**config.mk**
```make
export PLATFORM = sky130hd
export DESIGN_NAME = matvec_seq
export DESIGN_NICKNAME = d
export VERILOG_FILES = /design/src/rtl/matvec_seq.sv
export SDC_FILE = /design/constraint.sdc
export NUM_CORES = 1
export LEC_CHECK = 0
export ABC_AREA = 1
export CELL_PAD_IN_SITES_DETAIL_PLACEMENT = 0
export CELL_PAD_IN_SITES_GLOBAL_PLACEMENT = 1
export CORE_MARGIN = 2
export CORE_UTILIZATION = 37
export CTS_CLUSTER_DIAMETER = 200
export DETAILED_ROUTE_END_ITERATION = 6
export PLACE_DENSITY = 0.92
export SYNTH_ARGS = -nofsm -noshare
export SYNTH_HDL_FRONTEND = slang
export SYNTH_SLANG_ARGS = --single-unit
```
**constraint.sdc**
```tcl
create_clock -name clk -period 3.3 [get_ports clk]
set_input_delay 0.33 -clock clk [delete_from_list [all_inputs] [get_ports clk]]
set_output_delay 0.33 -clock clk [all_outputs]
set_load 0.02 [all_outputs]
```
**src/rtl/matvec_seq.sv**
```systemverilog
// Sequencer for a systolic matrix-vector unit: streams vector B and matrix A from
// memory into FIFOs, then drives a staggered read/accumulate schedule over the MAC rows.
module matvec_seq #(
    parameter int DATA_WIDTH = 8,
    parameter int DEPTH      = 8,
    parameter int NUM_ROWS   = 8,
    parameter int ADDR_WIDTH = 8
) (
    input  logic                  clk,
    input  logic                  rst_n,
    input  logic                  start,
    output logic                  busy,
    output logic                  done,
    output logic                  mem_rd_req,
    output logic [ADDR_WIDTH-1:0] mem_addr,
    input  logic                  mem_rd_valid,
    input  logic [DATA_WIDTH-1:0] mem_rd_data,
    output logic [DATA_WIDTH-1:0] wr_data,
    output logic                  b_wr_en,
    output logic [NUM_ROWS-1:0]   a_wr_en,
    output logic                  b_rd_en,
    output logic [NUM_ROWS-1:0]   a_rd_en,
    output logic                  mac_clr,
    output logic [NUM_ROWS-1:0]   mac_en,
    output logic [2:0]            dbg_state
);

    localparam int CW = (DEPTH > 1) ? $clog2(DEPTH) : 1;
    localparam int RW = (NUM_ROWS > 1) ? $clog2(NUM_ROWS) : 1;
    localparam int KW = $clog2(DEPTH + NUM_ROWS);
    localparam logic [CW-1:0] C_LAST = CW'(DEPTH - 1);
    localparam logic [RW-1:0] R_LAST = RW'(NUM_ROWS - 1);
    localparam logic [KW-1:0] K_LAST = KW'(DEPTH + NUM_ROWS - 1);

    typedef enum logic [2:0] {
        S_IDLE    = 3'd0,
        S_LOAD_B  = 3'd1,
        S_LOAD_A  = 3'd2,
        S_COMPUTE = 3'd3,
        S_DONE    = 3'd4
    } state_t;

    state_t                state_q, state_d;
    logic [CW-1:0]         c_q, c_d;
    logic [RW-1:0]         r_q, r_d;
    logic [KW-1:0]         k_q, k_d;
    logic                  req_q, req_d;
    logic                  fill_done_q, fill_done_d;
    logic [DATA_WIDTH-1:0] wr_data_q, wr_data_d;
    logic                  b_wr_en_q, b_wr_en_d;
    logic [NUM_ROWS-1:0]   a_wr_en_q, a_wr_en_d;
    logic                  mac_clr_q, mac_clr_d;
    logic [NUM_ROWS-1:0]   mac_en_q, mac_en_d;
    logic [NUM_ROWS-1:0]   a_rd_en_c;
    logic                  accept;

    // A response counts only while our single request is outstanding.
    assign accept = req_q & mem_rd_valid;

    // State and datapath registers.
    always_ff @(posedge clk or negedge rst_n) begin
        if (!rst_n) begin
            state_q     <= S_IDLE;
            c_q         <= '0;
            r_q         <= '0;
            k_q         <= '0;
            req_q       <= 1'b0;
            fill_done_q <= 1'b0;
            wr_data_q   <= '0;
            b_wr_en_q   <= 1'b0;
            a_wr_en_q   <= '0;
            mac_clr_q   <= 1'b0;
            mac_en_q    <= '0;
        end else begin
            state_q     <= state_d;
            c_q         <= c_d;
            r_q         <= r_d;
            k_q         <= k_d;
            req_q       <= req_d;
            fill_done_q <= fill_done_d;
            wr_data_q   <= wr_data_d;
            b_wr_en_q   <= b_wr_en_d;
            a_wr_en_q   <= a_wr_en_d;
            mac_clr_q   <= mac_clr_d;
            mac_en_q    <= mac_en_d;
        end
    end

    // Next-state and counter logic.
    always_comb begin
        state_d     = state_q;
        c_d         = c_q;
        r_d         = r_q;
        k_d         = k_q;
        req_d       = req_q;
        fill_done_d = fill_done_q;
        wr_data_d   = wr_data_q;
        b_wr_en_d   = 1'b0;
        a_wr_en_d   = '0;
        mac_clr_d   = 1'b0;
        mac_en_d    = a_rd_en_c;
        case (state_q)
            S_IDLE: begin
                c_d         = '0;
                r_d         = '0;
                k_d         = '0;
                req_d       = 1'b0;
                fill_done_d = 1'b0;
                if (start) begin
                    state_d   = S_LOAD_B;
                    mac_clr_d = 1'b1;
                end
            end
            S_LOAD_B: begin
                if (accept) begin
                    req_d     = 1'b0;
                    wr_data_d = mem_rd_data;
                    b_wr_en_d = 1'b1;
                    if (c_q == C_LAST) begin
                        c_d     = '0;
                        state_d = S_LOAD_A;
                    end else begin
                        c_d = c_q + 1'b1;
                    end
                end else if (!req_q) begin
                    req_d = 1'b1;
                end
            end
            S_LOAD_A: begin
                if (accept) begin
                    req_d     = 1'b0;
                    wr_data_d = mem_rd_data;
                    a_wr_en_d = NUM_ROWS'(1) << r_q;
                    if (c_q == C_LAST) begin
                        c_d = '0;
                        if (r_q == R_LAST) fill_done_d = 1'b1;
                        else               r_d = r_q + 1'b1;
                    end else begin
                        c_d = c_q + 1'b1;
                    end
                end else if (fill_done_q) begin
                    // Last A write is on the bus this cycle; compute starts after it.
                    state_d = S_COMPUTE;
                    k_d     = '0;
                end else if (!req_q) begin
                    req_d = 1'b1;
                end
            end
            S_COMPUTE: begin
                k_d = k_q + 1'b1;
                if (k_q == K_LAST) state_d = S_DONE;
            end
            S_DONE: begin
                state_d = S_IDLE;
            end
            default: begin
                state_d = S_IDLE;
            end
        endcase
    end

    // Outputs decoded from state and counters.
    always_comb begin
        busy      = (state_q != S_IDLE);
        done      = (state_q == S_DONE);
        b_rd_en   = (state_q == S_COMPUTE) && (int'(k_q) < DEPTH);
        a_rd_en_c = '0;
        for (int r = 0; r < NUM_ROWS; r++) begin
            a_rd_en_c[r] = (state_q == S_COMPUTE) && (int'(k_q) >= r) &&
                           (int'(k_q) < r + DEPTH);
        end
        mem_addr = '0;
        if (req_q) begin
            if (state_q == S_LOAD_A)
                mem_addr = ADDR_WIDTH'(DEPTH) * (ADDR_WIDTH'(r_q) + ADDR_WIDTH'(1)) +
                           ADDR_WIDTH'(c_q);
            else
                mem_addr = ADDR_WIDTH'(c_q);
        end
    end

    assign mem_rd_req = req_q;
    assign wr_data    = wr_data_q;
    assign b_wr_en    = b_wr_en_q;
    assign a_wr_en    = a_wr_en_q;
    assign a_rd_en    = a_rd_en_c;
    assign mac_clr    = mac_clr_q;
    assign mac_en     = mac_en_q;
    assign dbg_state  = state_q;

endmodule

```
Word-level counts from Yosys, hierarchy flattened
Cells that the tools add are included.
{"block": "op_classes", "shift": 1, "n_bitwise": 1, "addsub": 5, "muxes": 33, "eq_ne": 19, "n_reduce_logical": 29, "magnitude_cmp": 15}
{"cell": "$mux 3", "count": 11}
{"cell": "$lt 4x4->1 const B", "count": 8}
{"cell": "$mux 8", "count": 4}
{"cell": "$ne 2x2->1 const B", "count": 10}
{"cell": "$ge 4x3->1 const B", "count": 4}
{"cell": "$logic_and 1x1->1", "count": 15}
{"cell": "$pmux 3 s2", "count": 2}
{"cell": "$pmux 3 s4", "count": 1}
{"cell": "$pmux 4 s3", "count": 1}
{"cell": "$mux 1", "count": 10}
{"cell": "$eq 3x3->1 const B", "count": 3}
{"cell": "$reduce_bool 3->1", "count": 3}
{"cell": "$add 7x3->8", "count": 1}
{"cell": "$ge 4x2->1 const B", "count": 2}
{"cell": "$mux 4", "count": 2}
{"cell": "$reduce_and 4->1", "count": 2}
{"cell": "$shl 1x3->8 const A", "count": 1}
{"cell": "$add 3x1->3 const B", "count": 2}
{"cell": "$eq 3x2->1 const B", "count": 2}
{"cell": "$reduce_and 2->1", "count": 3}
{"cell": "$reduce_and 6->1", "count": 1}
{"cell": "$add 3x1->4 const B", "count": 1}
{"cell": "$add 4x1->4 const B", "count": 1}
{"cell": "$eq 4x4->1 const B", "count": 1}
{"cell": "11 further kinds", "count": 12}
{"block": "totals", "in_bits": 12, "ff_bits": 41, "out_inout_bits": 49}

Depth between registers and ports, before layout
{"block": "logic_depth", "depth_word": 5, "mapped_depth": 8}

Worst setup path before layout
Ideal clock, no wire load.
{"block": "synth_timing", "path_type": "register -> output", "startpoint": "register state_q[1], in the netlist dbg_state[1]", "endpoint": "output port a_rd_en[0]", "setup_slack_ns": 1.419, "path_buffers": 1, "path_stages_with_launch": 6, "required_time_ns": 2.970, "arrival_time_ns": 1.551, "path_cell_list": "dfrtp_1 nand2_1 nor2_4 inv_1 nor2_1 buf_4"}
{"block": "synth_via", "elab_chain_len": 2}
{"item": "from (decl)", "line": "43", "text": "state_t state_q, state_d;"}
{"item": "from (signal assigned)", "line": "75", "text": "state_q <= state_d;"}
{"item": "$eq 3x2->1"}
{"item": "$logic_and 1x1->1"}
{"item": "to (decl)", "line": "22", "text": "output logic [NUM_ROWS-1:0] a_rd_en,"}
No other way between the ends.

Final worst setup path
{"block": "layout_timing", "startpoint": "register state_q[1], in the netlist dbg_state[1]", "endpoint": "output port a_rd_en[5]"}
{"block": "layout_via", "elab_chain_len": 3}
{"item": "$eq 3x2->1", "line": "169", "text": "a_rd_en_c[r] = (state_q == S_COMPUTE) && (int'(k_q) >= r) &&"}
{"item": "$logic_and 1x1->1 (2 in series)", "line": "169"}
No other way between the ends.

==> out/results.tsv <==
stage	metric	value	unit
synth	synthesized instance count	235	
drt	1st-iter DRT viols	156	
synth	area leader, netlist	dfrtp_1	
run	max cap viols	0	
grt	global route overflow	0	
grt	first-pass GRT wire length	7479	um
clock_network	total CTS buffers	5	
outcome	outcome	finished clean	
critical_path	Worst Setup End Kind	primary output	
synth	Post-Syn Area	0.002024	mm2
clock_network	H-tree depth	2	
floorplanning	Initial Util	0.3889	
timing	Final Hold Viols	0	
synth	Async S/R FF share, synth	1.000	
critical_path	slowest CP cell	clkdlybuf4s50_1	
critical_path	delay-heaviest family, CP	buffers and inverters	
timing	maximum achievable frequency	402.6	MHz
clock_network	post-CTS resize count	0	
timing	Final Setup Violations	0	
cells_and_area	share of layout cells above drive strength 1	0.08784	
cells_and_area	diode count	0	
critical_path	Data arrival, critical path	2.15	ns
placement	Cell Area, Placed	0.002641	mm2
power_and_ir_drop	pwr dens	920.0	mW/mm2
floorplanning	Die Wd	77.97	um
grt	number of global-route vias before repair	1569	
clock_network	Post-CTS Setup Bufs	0	
placement	post-DP HPWL	3319	um
critical_path	crit-path max FO	10	
placement	GPL Wtd Cong	0.8352	
placement	PortBufs	59	
synth	XOR/XNOR Fraction of Synth Area	0	
synth	Post-Synth Adder-Cell Area	0.06799	
cells_and_area	area grow syn2layout	37.08	%
cells_and_area	number of fill cells	481	
timing	minimum clock period	2.484	ns
critical_path	Bufs and invs on worst path	2	
synth	Synth top area share	0.5068	
floorplanning	num rows	26	
synth	Yosys warning count	0	
timing	Max Slew Vio Count	0	
drt	final WL	4481	um
power_and_ir_drop	Max IR drop VDD	467.2	uV
clock_network	clock buffer depth	2	
clock_network	clock sinks	41	
timing	normalized max-slew margin	0.4024	
drt	Vias	1681	
timing	unrepaired setup endpoints after global routing	no	
timing	fin crit share	0.7526	
synth	Compound-Gate Fraction of Synth Area	0.06057	
cells_and_area	nets	318	
grt	GRT Total Usage	0.1574	
cells_and_area	final instance area	0.002775	mm2
synth	count of cell types in the netlist	24	
placement	dpl cells	358	
drt	ANT nets after route	0	
worst_hold_path	HP Class	in -> async	
synth	Synth Area in Simple Gates	0.2812	
grt	antenna violations before repair	0	
drt	drt first pass iters	4	
clock_network	TritonCTS clock tree	done	
synth	Seq/Total Area, Yosys	0.5068	
critical_path	crit-path max cell delay	0.65	ns
drt	Via-to-Cell Ratio	4.593	
grt	largest net degree at the start of global routing	42	
cells_and_area	Finished Layout Cells	366	
critical_path	Required @ worst endpoint	2.97	ns
power_and_ir_drop	leak pwr	1.343	nW
drt	drt wl/cell	12.24	um
timing	Total Neg Setup Slack	0	ns
synth	synthesized area per cell	8.615	um2
synth	main combinational cell family by area after synthesis	simple AND/OR/NAND/NOR gates	
floorplanning	die area	0.006079	mm2
critical_path	WS Path Type	reg -> out	
timing	worst-margin pin slew	0.8964	ns
synth	Post-synth EDFFs	0	
clock_network	Root Buffer	clkbuf_8	
floorplanning	IO Count	61	
clock_network	Clk Latency, worst-skew pair	0.29	ns
synth	main flop type after synthesis	dfrtp_1	
timing	Final Skew	0.004660	ns
synth	largest cells by area after synthesis	dfrtp_1 (51%), nand2_1 (10%), ha_1 (6.8%)	
synth	syn nets	258	
synth	#FFs+latches synth	41	
critical_path	CP Launch Type	flip-flop	
critical_path	crit-path cells	nand2_1, nor2_4, inv_1, nor3_1, clkdlybuf4s50_1	
power_and_ir_drop	Overall Power	0.002553	W
synth	mux contribution to synthesized area	0	
floorplanning	Core ar.	0.005205	mm2
clock_network	CTS clk-pin slew, worst paths	0.08	ns
clock_network	hold-fix buffers at CTS	0	
drt	DRC viols	0	
floorplanning	height of the die	77.97	um
synthesized netlist by cell type, types with 3 or more instances:
library cell and n:
nor2_1 24, inv_1 27, ha_1 11, dfrtp_1 41
buf_4 3, nand2_1 54, nand3_1 21, nand2_2 8
a21oi_1 6, o21ai_0 10, nor3_1 11, buf_6 3
worst paths after layout:
path                              start         end  slack [ns]  depth (start not counted)
min                               rst_n      k_q[0]        0.16                          1
max in group asynchronous         rst_n  wr_data[3]        2.58                          1
max                        dbg_state[1]  a_rd_en[5]        0.82                          5
max reg2reg                dbg_state[2]      c_q[1]        1.64                          7
min in group clk             wr_data[3]  wr_data[3]        0.47                          2
min reg2reg                  wr_data[3]  wr_data[3]        0.47                          2
cell usage in the layout (no fill, tap or decap):
| cell | count |
|---|---|
| clkbuf_8 | 5 |
| inv_2 | 2 |
| nand3_1 | 21 |
| conb_1 | 1 |
| nor2_4 | 2 |
| nor3_1 | 11 |
| a21oi_1 | 6 |
| nand3b_1 | 1 |
| ha_1 | 11 |
| dfrtp_1 | 41 |
| o21ai_2 | 1 |
| nand2_2 | 8 |
| nand2_1 | 54 |
| o21ai_0 | 10 |
| o21bai_1 | 1 |
| nand2_4 | 1 |
| buf_2 | 1 |
| nand4_1 | 2 |
| bufinv_16 | 2 |
| a211oi_2 | 1 |
| nor2_1 | 24 |
| inv_1 | 27 |
| clkdlybuf4s50_1 | 58 |
| nor2_2 | 2 |
| o22ai_1 | 1 |
| a22oi_1 | 1 |
| clkinv_2 | 1 |
layer usage:
layer / part of all wire / up-vias / wire, um / global-route usage
met1: 0.47 / 775 / 2092 / 0.2097
met3: 0.042 / 5 / 188 / 0.03605
met4: 0.016 / 0 / 70 / 0.05789
li1: - / 859 / - / -
met5: 0 / - / 0 / 0
met2: 0.48 / 42 / 2130 / 0.2509
worst reg2reg max path, delay by kind of cell (launching register included):
kind             cells  cell delay [ns]
DFF                  1             0.49
and+or+nand+nor      7             1.11
kinds of logic (layout without fill, tap and decap cells):
logic type,count (synthesis),after routing
adders and majority gates,11,11
buffers and inverters,35,96
AOI/OAI and AO/OA,21,21
DFF,41,41
other,1,1
and+or+nand+nor,126,126
registers in the layout (all words and copies together), names as in the netlist:
| signal | count |
|---|---|
| a_wr_en | 8 |
| mac_en | 8 |
| wr_data | 8 |
| k_q | 4 |
| c_q | 3 |
| dbg_state | 3 |
| r_q | 3 |
| b_wr_en | 1 |
| fill_done_q | 1 |
| mac_clr | 1 |
| mem_rd_req | 1 |
stage by stage:
stage	setup slack (ns)	utilization	hold WS, ns
4_1_cts	0.7948	0.5332	0.1960
3_5_place_dp	1.124	0.5075	0.4580
5_1_grt	0.6230	0.5332	0.2261
6_report	0.8163	0.5332	0.1569
3_3_place_gp	1.151	0.5075	0.4532
2_1_floorplan	1.419	-	0.03441
cell type report:
type	instances	area, um2	share of cell area
Timing Repair Buffer	59	585.6	0.2110
Multi-Input combinational cell	159	833.3	0.3003
Clock inverter	3	65.06	0.02344
Clock buffer	5	68.82	0.02480
Tap cell	70	87.58	0.03156
Sequential cell	41	1026	0.3697
Inverter	29	108.9	0.03922
where the power goes:
group          leakage, nW  internal [W]  total [W]  switching (W)
Sequential           0.545      0.000639   0.000776       0.000136
Combinational        0.730      0.000500    0.00130       0.000803
Clock               0.0681      0.000300   0.000474       0.000174
Total                 1.34       0.00144    0.00255        0.00111
No activity file was read; power rests on OpenSTA's default activity.
